<file path="src/rtl/jump_event_recorder.sv">
// Records accepted frequency-jump events as {frequency_code, line_number} words in a small FIFO.
// Optional drop counter enabled by defining JUMP_EVENT_DROP_COUNT_EN.
module jump_event_recorder #(
    parameter int FIFO_DEPTH    = 8,
    parameter int HOLDOFF_LINES = 2
) (
    input  logic                        pixel_clock,
    input  logic                        reset,
    input  logic                        enable,
    input  logic                        lval,
    input  logic                        jump_detected,
    input  logic [1:0]                  frequency_code,
    output logic                        event_valid,
    input  logic                        event_ready,
    output logic [17:0]                 event_data,
    output logic [$clog2(FIFO_DEPTH):0] fill_level,
    output logic                        overflow,
    input  logic                        overflow_clear,
    output logic [7:0]                  dropped_count
);

    localparam int          AW       = $clog2(FIFO_DEPTH);
    localparam logic [AW:0] FULL_LVL = (AW+1)'(FIFO_DEPTH);
    localparam logic [15:0] HOLD_LD  = 16'(HOLDOFF_LINES);

    logic          lval_q;
    logic          jump_q;
    logic [15:0]   line_q,    line_d;
    logic [15:0]   hold_q,    hold_d;
    logic [AW-1:0] wr_ptr_q,  wr_ptr_d;
    logic [AW-1:0] rd_ptr_q,  rd_ptr_d;
    logic [AW:0]   count_q,   count_d;
    logic          overflow_q, overflow_d;
    logic [17:0]   mem_q [FIFO_DEPTH];

    logic line_inc;
    logic accept;
    logic full;
    logic pop;
    logic push;
    logic drop;

    assign line_inc = lval & ~lval_q & enable;
    assign accept   = jump_detected & ~jump_q & enable & (hold_q == '0);
    assign full     = (count_q == FULL_LVL);
    assign pop      = (count_q != '0) & event_ready;
    // When full, a same-cycle pop frees the slot being written (wr_ptr == rd_ptr).
    assign push     = accept & (~full | pop);
    assign drop     = accept & full & ~pop;

    always_comb begin
        line_d     = line_q;
        hold_d     = hold_q;
        wr_ptr_d   = wr_ptr_q;
        rd_ptr_d   = rd_ptr_q;
        count_d    = count_q;
        overflow_d = overflow_q;

        if (line_inc) begin
            line_d = line_q + 16'd1;
        end

        if (accept) begin
            hold_d = HOLD_LD;
        end else if (line_inc && (hold_q != '0)) begin
            hold_d = hold_q - 16'd1;
        end

        if (push) begin
            wr_ptr_d = wr_ptr_q + AW'(1);
        end
        if (pop) begin
            rd_ptr_d = rd_ptr_q + AW'(1);
        end

        if (push && !pop) begin
            count_d = count_q + (AW+1)'(1);
        end else if (pop && !push) begin
            count_d = count_q - (AW+1)'(1);
        end

        if (drop) begin
            overflow_d = 1'b1;
        end else if (overflow_clear) begin
            overflow_d = 1'b0;
        end
    end

    always_ff @(posedge pixel_clock or negedge reset) begin
        if (!reset) begin
            lval_q     <= 1'b0;
            jump_q     <= 1'b0;
            line_q     <= '0;
            hold_q     <= '0;
            wr_ptr_q   <= '0;
            rd_ptr_q   <= '0;
            count_q    <= '0;
            overflow_q <= 1'b0;
        end else begin
            lval_q     <= lval;
            jump_q     <= jump_detected;
            line_q     <= line_d;
            hold_q     <= hold_d;
            wr_ptr_q   <= wr_ptr_d;
            rd_ptr_q   <= rd_ptr_d;
            count_q    <= count_d;
            overflow_q <= overflow_d;
        end
    end

    // Storage is not reset; the output mux masks stale entries while empty.
    always_ff @(posedge pixel_clock) begin
        if (push) begin
            mem_q[wr_ptr_q] <= {frequency_code, line_q};
        end
    end

    assign event_valid = (count_q != '0);
    assign event_data  = event_valid ? mem_q[rd_ptr_q] : '0;
    assign fill_level  = count_q;
    assign overflow    = overflow_q;

`ifdef JUMP_EVENT_DROP_COUNT_EN
    logic [7:0] drop_cnt_q;

    always_ff @(posedge pixel_clock or negedge reset) begin
        if (!reset) begin
            drop_cnt_q <= '0;
        end else if (drop) begin
            if (overflow_clear) begin
                drop_cnt_q <= 8'd1;
            end else if (drop_cnt_q != 8'hFF) begin
                drop_cnt_q <= drop_cnt_q + 8'd1;
            end
        end else if (overflow_clear) begin
            drop_cnt_q <= '0;
        end
    end

    assign dropped_count = drop_cnt_q;
`else
    assign dropped_count = '0;
`endif

endmodule

</file>
<file path="config.mk">
export PLATFORM = sky130hd
export DESIGN_NAME = jump_event_recorder
export DESIGN_NICKNAME = d
export VERILOG_FILES = /design/src/rtl/jump_event_recorder.sv
export SDC_FILE = /design/constraint.sdc
export NUM_CORES = 1
export LEC_CHECK = 0
export CELL_PAD_IN_SITES_DETAIL_PLACEMENT = 1
export CELL_PAD_IN_SITES_GLOBAL_PLACEMENT = 1
export CORE_MARGIN = 2
export CORE_UTILIZATION = 46
export CTS_CLUSTER_SIZE = 14
export DETAILED_ROUTE_END_ITERATION = 8
export GPL_TIMING_DRIVEN = 0
export PLACE_DENSITY = 0.72
export SLEW_MARGIN = 20
export SYNTH_ARGS = -nofsm -noshare
export SYNTH_HDL_FRONTEND = slang
export SYNTH_SLANG_ARGS = --single-unit
</file>
<file path="constraint.sdc">
create_clock -name pixel_clock -period 3.84 [get_ports pixel_clock]
set_clock_uncertainty 0.1 [all_clocks]
set_input_delay 0.768 -clock pixel_clock [delete_from_list [all_inputs] [get_ports pixel_clock]]
set_output_delay 0.768 -clock pixel_clock [all_outputs]
set_load 0.02 [all_outputs]
</file>
======== After elaboration in Yosys (flattened, before gate mapping) ========
Memories as Yosys holds them, arrays and structs flattened.
Cells that the tools add are included.
word-level totals
  bits in registers ....................... 45
  RAM bits ................................ 144
  bits of input ports ..................... 9
  output and inout port bits .............. 32
  logic and storage cells ................. 50
  memories ................................ 1
operators by class
  add/subtract/negate cells ............... 6
  eq/ne operators ......................... 1
  muxes and demuxes ....................... 9
  bitwise gates (word level) .............. 14
  reduce and logical (&&, ||, !) cells .... 11
memories
  name   words  bits a word  rd ports  clocked after Yosys merged registers in  write ports  RTL line  RTL
  mem_q  8      18           1         0                                        1            34        logic [17:0] mem_q [FIFO_DEPTH];
operators by type and width
  kind                   count
  $mux 16                2
  $mux 18                1
  $add 16x1->16 const B  1
  $logic_not 16->1       1
  $reduce_bool 16->1     1
  $sub 16x1->16 const B  1
  $and 1x1->1            9
  $mux 4                 2
  $add 3x1->3 const B    2
  $reduce_bool 2->1      3
  $add 4x1->4 const B    1
  $eq 4x4->1 const B     1
  $mux 1                 4
  $not 1->1              4
  $reduce_bool 4->1      1
  $sub 4x1->4 const B    1
  $logic_and 1x1->1      3
  $logic_not 1->1        2
  $or 1x1->1             1

======== Longest topological paths before layout ========
Gate-level depths: netlist (run 1).
  depth in word-level cells ............... 9
  depth in mapped cells ................... 13
  gate-level depth less buffers ........... 12

======== Least setup slack after synthesis (run 1) ========
No wires, ideal clock.
  kind .................................... register -> register
  start ................................... register hold_q[3]
  end ..................................... memory mem_q[1][0], enable pin
  setup time .............................. 0.416 ns
  arrival ................................. 3.422 ns
  required time ........................... 3.324 ns
  setup slack ............................. -0.098 ns
  stages on the path, launching flop included .. 6
  path buffers ............................ 1
  clock period less this slack ............ 3.938 ns
  cells stage by stage .................... dfrtp_1 > or4_1 > buf_2 > or4_4 > or4b_4 > nor3_1
between the ends
  longest elaborated chain between the ends .. 5
ends and longest elaborated chain
  what                          RTL line  RTL
  start, declared               29        logic [15:0] hold_q, hold_d;
  start signal, assigned        103       hold_q <= hold_d;
  $logic_not 16->1              44        assign accept = jump_detected & ~jump_q & enable & (hold_q == '0);
  $and 1x1->1                   44
  $and 1x1->1                   48        assign push = accept & (~full | pop);
  $mux 1                        113       if (push) begin
  $mux 1 (implied by the code)  114       mem_q[wr_ptr_q] <= {frequency_code, line_q};
  end, declared                 34
Every way passes these cells.

======== Final worst setup path (run 1) ========
  start ................................... register rd_ptr_q[0]
  end ..................................... output event_data[10]
between the ends
  longest elaborated chain between the ends .. 2
ends and longest elaborated chain
  what                    RTL line  RTL
  start, declared         31        logic [AW-1:0] rd_ptr_q, rd_ptr_d;
  start signal, assigned  105       rd_ptr_q <= rd_ptr_d;
  $mem_v2 8x18            --
  $mux 18                 119       assign event_data = event_valid ? mem_q[rd_ptr_q] : '0;
  end, declared           15        output logic [17:0] event_data,
Every way passes these cells.

==> impl_results.md, run 1 <==
* CP Class: reg2out
* Top cells by area, synth: edfxtp_1, dfrtp_1, mux4_2
* Postcts setup bufs at 0
* Initial DRC count at around 300
* Number of setup violations in the final report at 0
* Min-Delay Path Class: in2async
* CTS tree: built
* Die area at between 15000 and 20000 um^2
* Post-synthesis cell count at between 400 and 500
* Post-Route Utilization at 0.552
* Initial core utilization at 0.469
* Worst-Margin Slew at roughly 0.79 ns
* Gr usage total at 0.201
* Grt total ovfl at 0
* RR Startpoint: hold_q[0]$_DFFE_PN0P_
* Crit path time final at roughly 3.6 ns
* # diodes at 0
* Routed vias at 4128
* CTS Hold Bufs at 0
* Synth top area share at 0.560
* Worst setup EP type: output pin
* Die height at between 100 and 150 um
* Most used DFF post-synth: edfxtp_1
* H-tree depth at 4
* WP data required at approximately 3.0 ns
* Share of cells above drive strength 1 at 0.206
* First-pass GRT wire length at approximately 26000 um
* Commonest cells post-synth: edfxtp_1, dfrtp_1, mux4_2, nor2_1, xnor2_1
* Die Wd at approximately 130 um
* Pwr dens at approximately 700 nW/um^2
* Yosys cell types at 44
* Worst EP arrival at roughly 2.8 ns
* Outcome: finished clean
* Synth area leader: edfxtp_1
* Tcrit/Tclk final at 0.941
* Number of remaining DRC errors at 0
* Sequential fraction of the synthesis area at 0.706
* IO Count at between 40 and 50
* Cell with the most instances after synthesis: edfxtp_1
* Maximum clock rate at 0.277 GHz
* VDD IR-drop max at 0.419 mV
* Hold Slack at around 0.17 ns
* Pins Over Slew Limit at 0
* Static Leak at about 3.2 nW
* Yosys reg bits at 189
* Rel. slew slack at 0.474
* Async set-or-reset flop fraction in the synthesized netlist at 0.238
* TritonCTS Buffers at 17
* Final setup margin at ~0.23 ns
* Fin nets at between 500 and 600
* Post-Syn Area at 7720 um^2
* Largest net degree at the start of global routing at 31
* Reg2reg setup slack at 0.26 ns
* Final cell count without fillers at 739
* Area delta synth->final at 17.7%
* Pre-Repair DR Iteration Count at 4
* RSZ-0062 raised after global routing: no
* Reg clk slew, reported paths at around 0.060 ns
* Post-Syn Area per Cell at around 17 um^2
* CTS Sinks at approximately 190
* Worst r2r dst: mem_q[0][5]$_DFFE_PP_
* Vias in the first global route at 4467
* Crit Path Max Fanout at 10
* Port buffer count at 32
* Area after DPL at 8470 um^2
* Initial antenna violation count at 0
* Row cnt at 47
* Placed instance count at just over 700
* Number of synthesized flops with an enable pin at between 100 and 150
* GPL Wtd Cong at around 0.73
* Core area at 16500 um^2
* DRT Wirelength at between 15000 and 20000 um
* Post-DP HPWL at roughly 10000 um
* Clock Latency Late Sink at around 0.43 ns
* Synthesis Warnings at 0
* Post-route cell area at about 9100 um^2
* Fin. Hold Viols at 0
* Max Cap Viol at 0
* WL/cell at between 20 and 25 um
* Dpl ws at -0.429 ns
* Remaining antenna violation count after routing at 0
* Register-to-Register Path Depth at 7
* Via density at roughly 5.6
* Root Driver: clkbuf_16
* CTS Buffer Depth at 2
* Startpoint Class: flop
==> worst max path at each step <==
stage / slack [ns] / depth (start not counted) / start / to
after floorplan: 0.39 / 5 / hold_q[3]$_DFFE_PN0P_ / mem_q[7][0]$_DFFE_PP_
after global placement: -0.52 / 5 / hold_q[3]$_DFFE_PN0P_ / mem_q[3][15]$_DFFE_PP_
after detailed placement: -0.43 / 6 / rd_ptr_q[0]$_DFFE_PN0N_ / event_data[10]
after CTS: 0.01 / 6 / rd_ptr_q[0]$_DFFE_PN0N_ / event_data[10]
after global routing: 0.09 / 6 / rd_ptr_q[0]$_DFFE_PN0N_ / event_data[10]
final: 0.23 / 6 / rd_ptr_q[0]$_DFFE_PN0N_ / event_data[10]
==> per-layer routing <==
layer  routed length, um  vias to the layer above  global-route usage
li1                    -                     1827                   -
met1                6710                     2184               0.255
met2                8690                       99               0.350
met3                 775                       18              0.0388
met4                 224                        0              0.0638
met5                   0                        -                   0
==> flip-flops by register name (all words and copies together) (netlist names) <==
name and count:
fill_level 4, overflow 1, jump_q 1, lval_q 1
rd_ptr_q 3, mem_q 144, line_q 16, wr_ptr_q 3
hold_q 16
==> timing repair <==
item                       CTS  global route
gates resized for setup     23             6
hold endpoints to repair     0             0
gates cloned                 0             0
setup endpoints to repair   18            10
==> kinds of logic after synthesis <==
logic type / after synthesis / share of synthesized area
DFF: 189 / 0.706
and+or+nand+nor: 109 / 0.0746
muxes: 60 / 0.137
buffers and inverters: 32 / 0.0196
xor gates and xnor gates: 31 / 0.0352
AOI/OAI and AO/OA: 15 / 0.0118
adders and majority gates: 9 / 0.0156
other: 1 / 0.000486
==> metrics by stage <==
step / power (mW) / TNS, ns
after floorplan: 3.88 / 0
after detailed placement: 4.67 / -5.48
after global routing: 6.66 / 0
after CTS: 6.43 / 0
after global placement: 4.57 / -75.40
final: 6.36 / 0
==> where the power goes <==
| group | leakage [nW] | internal [mW] | switching (mW) |
|---|---|---|---|
| Combinational | 1.03 | 1.02 | 1.01 |
| Sequential | 1.90 | 2.37 | 0.231 |
| Clock | 0.286 | 1.03 | 0.708 |
| Total | 3.22 | 4.41 | 1.95 |
==> layout make-up <==
| class | count | area [um^2] |
|---|---|---|
| tap | 220 | 275 |
| multi-input combinational | 232 | 2230 |
| clock buffer | 26 | 499 |
| fill | 1491 | 7380 |
| clock inverter | 6 | 86.3 |
| timing repair buffer | 36 | 370 |
| buffer | 22 | 146 |
| inverter | 8 | 30.0 |
| sequential | 189 | 5450 |
==> worst max-delay path, stage by stage, from the launching register on <==
cell and delay, ns:
dfrtp_1 0.36, clkbuf_4 0.28, buf_4 0.31, mux4_2 0.53
mux2i_1 0.22, nor2_1 0.07, clkdlybuf4s50_1 0.55
==> layout by cell type, fill, tap and decap left out, drive strengths merged, types with 2 or more instances in the layout <==
cell type        n
a21oi            2
a31oi            2
and2             2
and3             3
buf             17
bufinv           2
clkbuf          35
clkdlybuf4s50   31
clkinv           4
conb             8
dfrtp           45
edfxtp         144
ha               8
inv              8
mux2             4
mux2i           20
mux4            36
nand2           15
nand2b           2
nand3           10
nand3b           3
nand4            8
nand4b           3
nor2            36
nor3             8
nor4             5
o21ai            6
or2              2
or3              2
or4              4
or4b             2
xnor2           28
xor2             3
Power figures use the tool's default switching activity.
==> run 2: changes to the inputs <==
- SLEW_MARGIN: 20 -> unset
==> run 2 against run 1 <==
  * Via count shrank 0.12%
  * Core utilization grew 0.77 points
  * Global-route usage grew 0.20 points
  * Wire length grew 1.5%
  * Highest routed layer unchanged
  * Cell area grew 1.4%
  * Non-clock buffer count grew 6
  * Sequential share of layout area shrank 0.82 points
==> impl_results.md, run 2 (synthesis results as in run 1) <==
* Die height at ~130 um
* Routed vias at 4123
* Vias in the first global route at 4510
* GPL Wtd Cong at between 0.7 and 0.8
* Postcts setup bufs at 0
* Sequential share of power at 0.403
* Worst-Margin Slew at 0.771 ns
* Pins Over Slew Limit at 0
* Register-to-Register Path Depth at 7
* Clock Latency Late Sink at roughly 0.43 ns
* FF+latch area at ~5500 um^2
* Dpl ws at -0.409 ns
* Pwr dens at ~700 nW/um^2
* Reg clk slew, reported paths at about 0.070 ns
* Post-route cell area at around 9200 um^2
* Port buffer count at 32
* Multi-input gate area at 2190 um^2
* Core area at between 15000 and 20000 um^2
* Power share of the combinational group at 0.314
* WP data required at 2.97 ns
* WL/cell at approximately 22 um
* Number of setup violations in the final report at 0
* Top Registers: mem_q x144, hold_q x16, line_q x16
* Reg2reg setup slack at ~0.20 ns
* Startpoint Class: flop
* RSZ-0062 raised after global routing: no
* Area delta synth->final at 19.4%
* Fin nets at between 500 and 600
* Area after DPL at 8580 um^2
* CTS Buffer Depth at 2
* # diodes at 0
* CTS Sinks at 189
* Initial core utilization at 0.469
* Clk pwr share at 0.283
* Root Driver: clkbuf_16
* Min-Delay Path Class: in2async
* Pre-Repair DR Iteration Count at 4
* Largest net degree at the start of global routing at 31
* Switch Pwr at between 1.5 and 2 mW
* Max Cap Viol at 0
* IO Count at 41
* Fin. Hold Viols at 0
* Share of cells above drive strength 1 at 0.223
* Number of remaining DRC errors at 0
* DRT Wirelength at 16700 um
* Fillers at roughly 1500
* Grt total ovfl at 0
* Max reg flops at 144
* Worst setup EP type: output pin
* Tcrit/Tclk final at 0.952
* Worst r2r dst: mem_q[0][4]$_DFFE_PP_
* Die area at ~18000 um^2
* Maximum clock rate at about 0.27 GHz
* Final setup margin at between 0.15 and 0.2 ns
* Die Wd at roughly 130 um
* Worst EP arrival at about 2.8 ns
* Pint at about 4.4 mW
* Via density at about 5.5
* Sw Share at 0.309
* Crit path time final at between 3 and 4 ns
* Initial DRC count at 300
* Most frequent cells in the layout: edfxtp_1, dfrtp_1, mux4_2
* RR Startpoint: hold_q[0]$_DFFE_PN0P_
* Initial antenna violation count at 0
* Remaining antenna violation count after routing at 0
* First-pass GRT wire length at between 20000 and 30000 um
* Hold Slack at roughly 0.16 ns
* Top reg by flops: mem_q
* Outcome: finished clean
* CTS tree: built
* Gr usage total at 0.203
* Row cnt at between 40 and 50
* CP Class: reg2out
* Static Leak at 3.29 nW
* Post-DP HPWL at approximately 11000 um
* Rel. slew slack at 0.481
* H-tree depth at 4
* VDD IR-drop max at ~0.46 mV
* Critical path origin: rd_ptr_q[2]$_DFFE_PN0N_
* TritonCTS Buffers at 17
* Crit Path Max Fanout at 10
* Most common cell after layout, fill and taps aside: edfxtp_1
run 2: through the flow:
stage,util,total power [mW],TNS (ns),std cells
2_1_floorplan,-,3.88,0,453
3_3_place_gp,0.507,4.57,-75.40,705
4_1_cts,0.559,6.50,0,746
6_report,0.560,6.43,0,745
5_1_grt,0.560,6.74,0,745
3_5_place_dp,0.521,4.66,-5.21,715
run 2: final cells by class:
type                    count  share of cell area
repair buffers             42              0.0557
flip-flops and latches    189               0.591
multi-input cells         232               0.238
plain buffers              22              0.0153
inverters                   8             0.00326
clock inverters            12              0.0170
well taps                 220              0.0299
clock buffers              20              0.0496
run 2: what timing repair did:
action | in CTS | in global routing
hold buffers | 0 | 0
gates resized for setup | 22 | 3
endpoints found under the setup margin | 18 | 11
run 2: critical path, stage by stage, from the launching register on:
cell             delay (ns)
dfrtp_1                0.79
clkdlybuf4s15_2        0.60
mux2i_1                0.31
nor2_1                 0.07
clkdlybuf4s50_1        0.56
run 2: layer usage:
metal  GRT usage  share of wire  wire (um)  vias to the layer above
met5           0              0          0                        -
met4      0.0615          0.014        240                        0
met3      0.0441          0.035        575                       21
met2       0.352           0.53       8900                       82
met1       0.256           0.42       6940                     2178
li1            -              -          -                     1842
run 2: worst max path at each step:
stage / end / slack [ns] / cells past startpoint
CTS: event_data[10] / 0.006 / 6
finish: event_data[10] / 0.19 / 4
global placement: mem_q[3][15]$_DFFE_PP_ / -0.52 / 5
floorplan: mem_q[7][0]$_DFFE_PP_ / 0.39 / 5
detailed placement: event_data[10] / -0.41 / 6
global route: event_data[12] / 0.04 / 6
run 2: power by group through the flow:
stage | registers (mW) | logic (mW) | clock network (mW)
floorplan | 2.57 | 1.31 | 0
global placement | 2.57 | 2.00 | 0
detailed placement | 2.60 | 2.06 | 0
CTS | 2.59 | 2.06 | 1.85
global route | 2.62 | 2.19 | 1.93
finish | 2.59 | 2.02 | 1.82
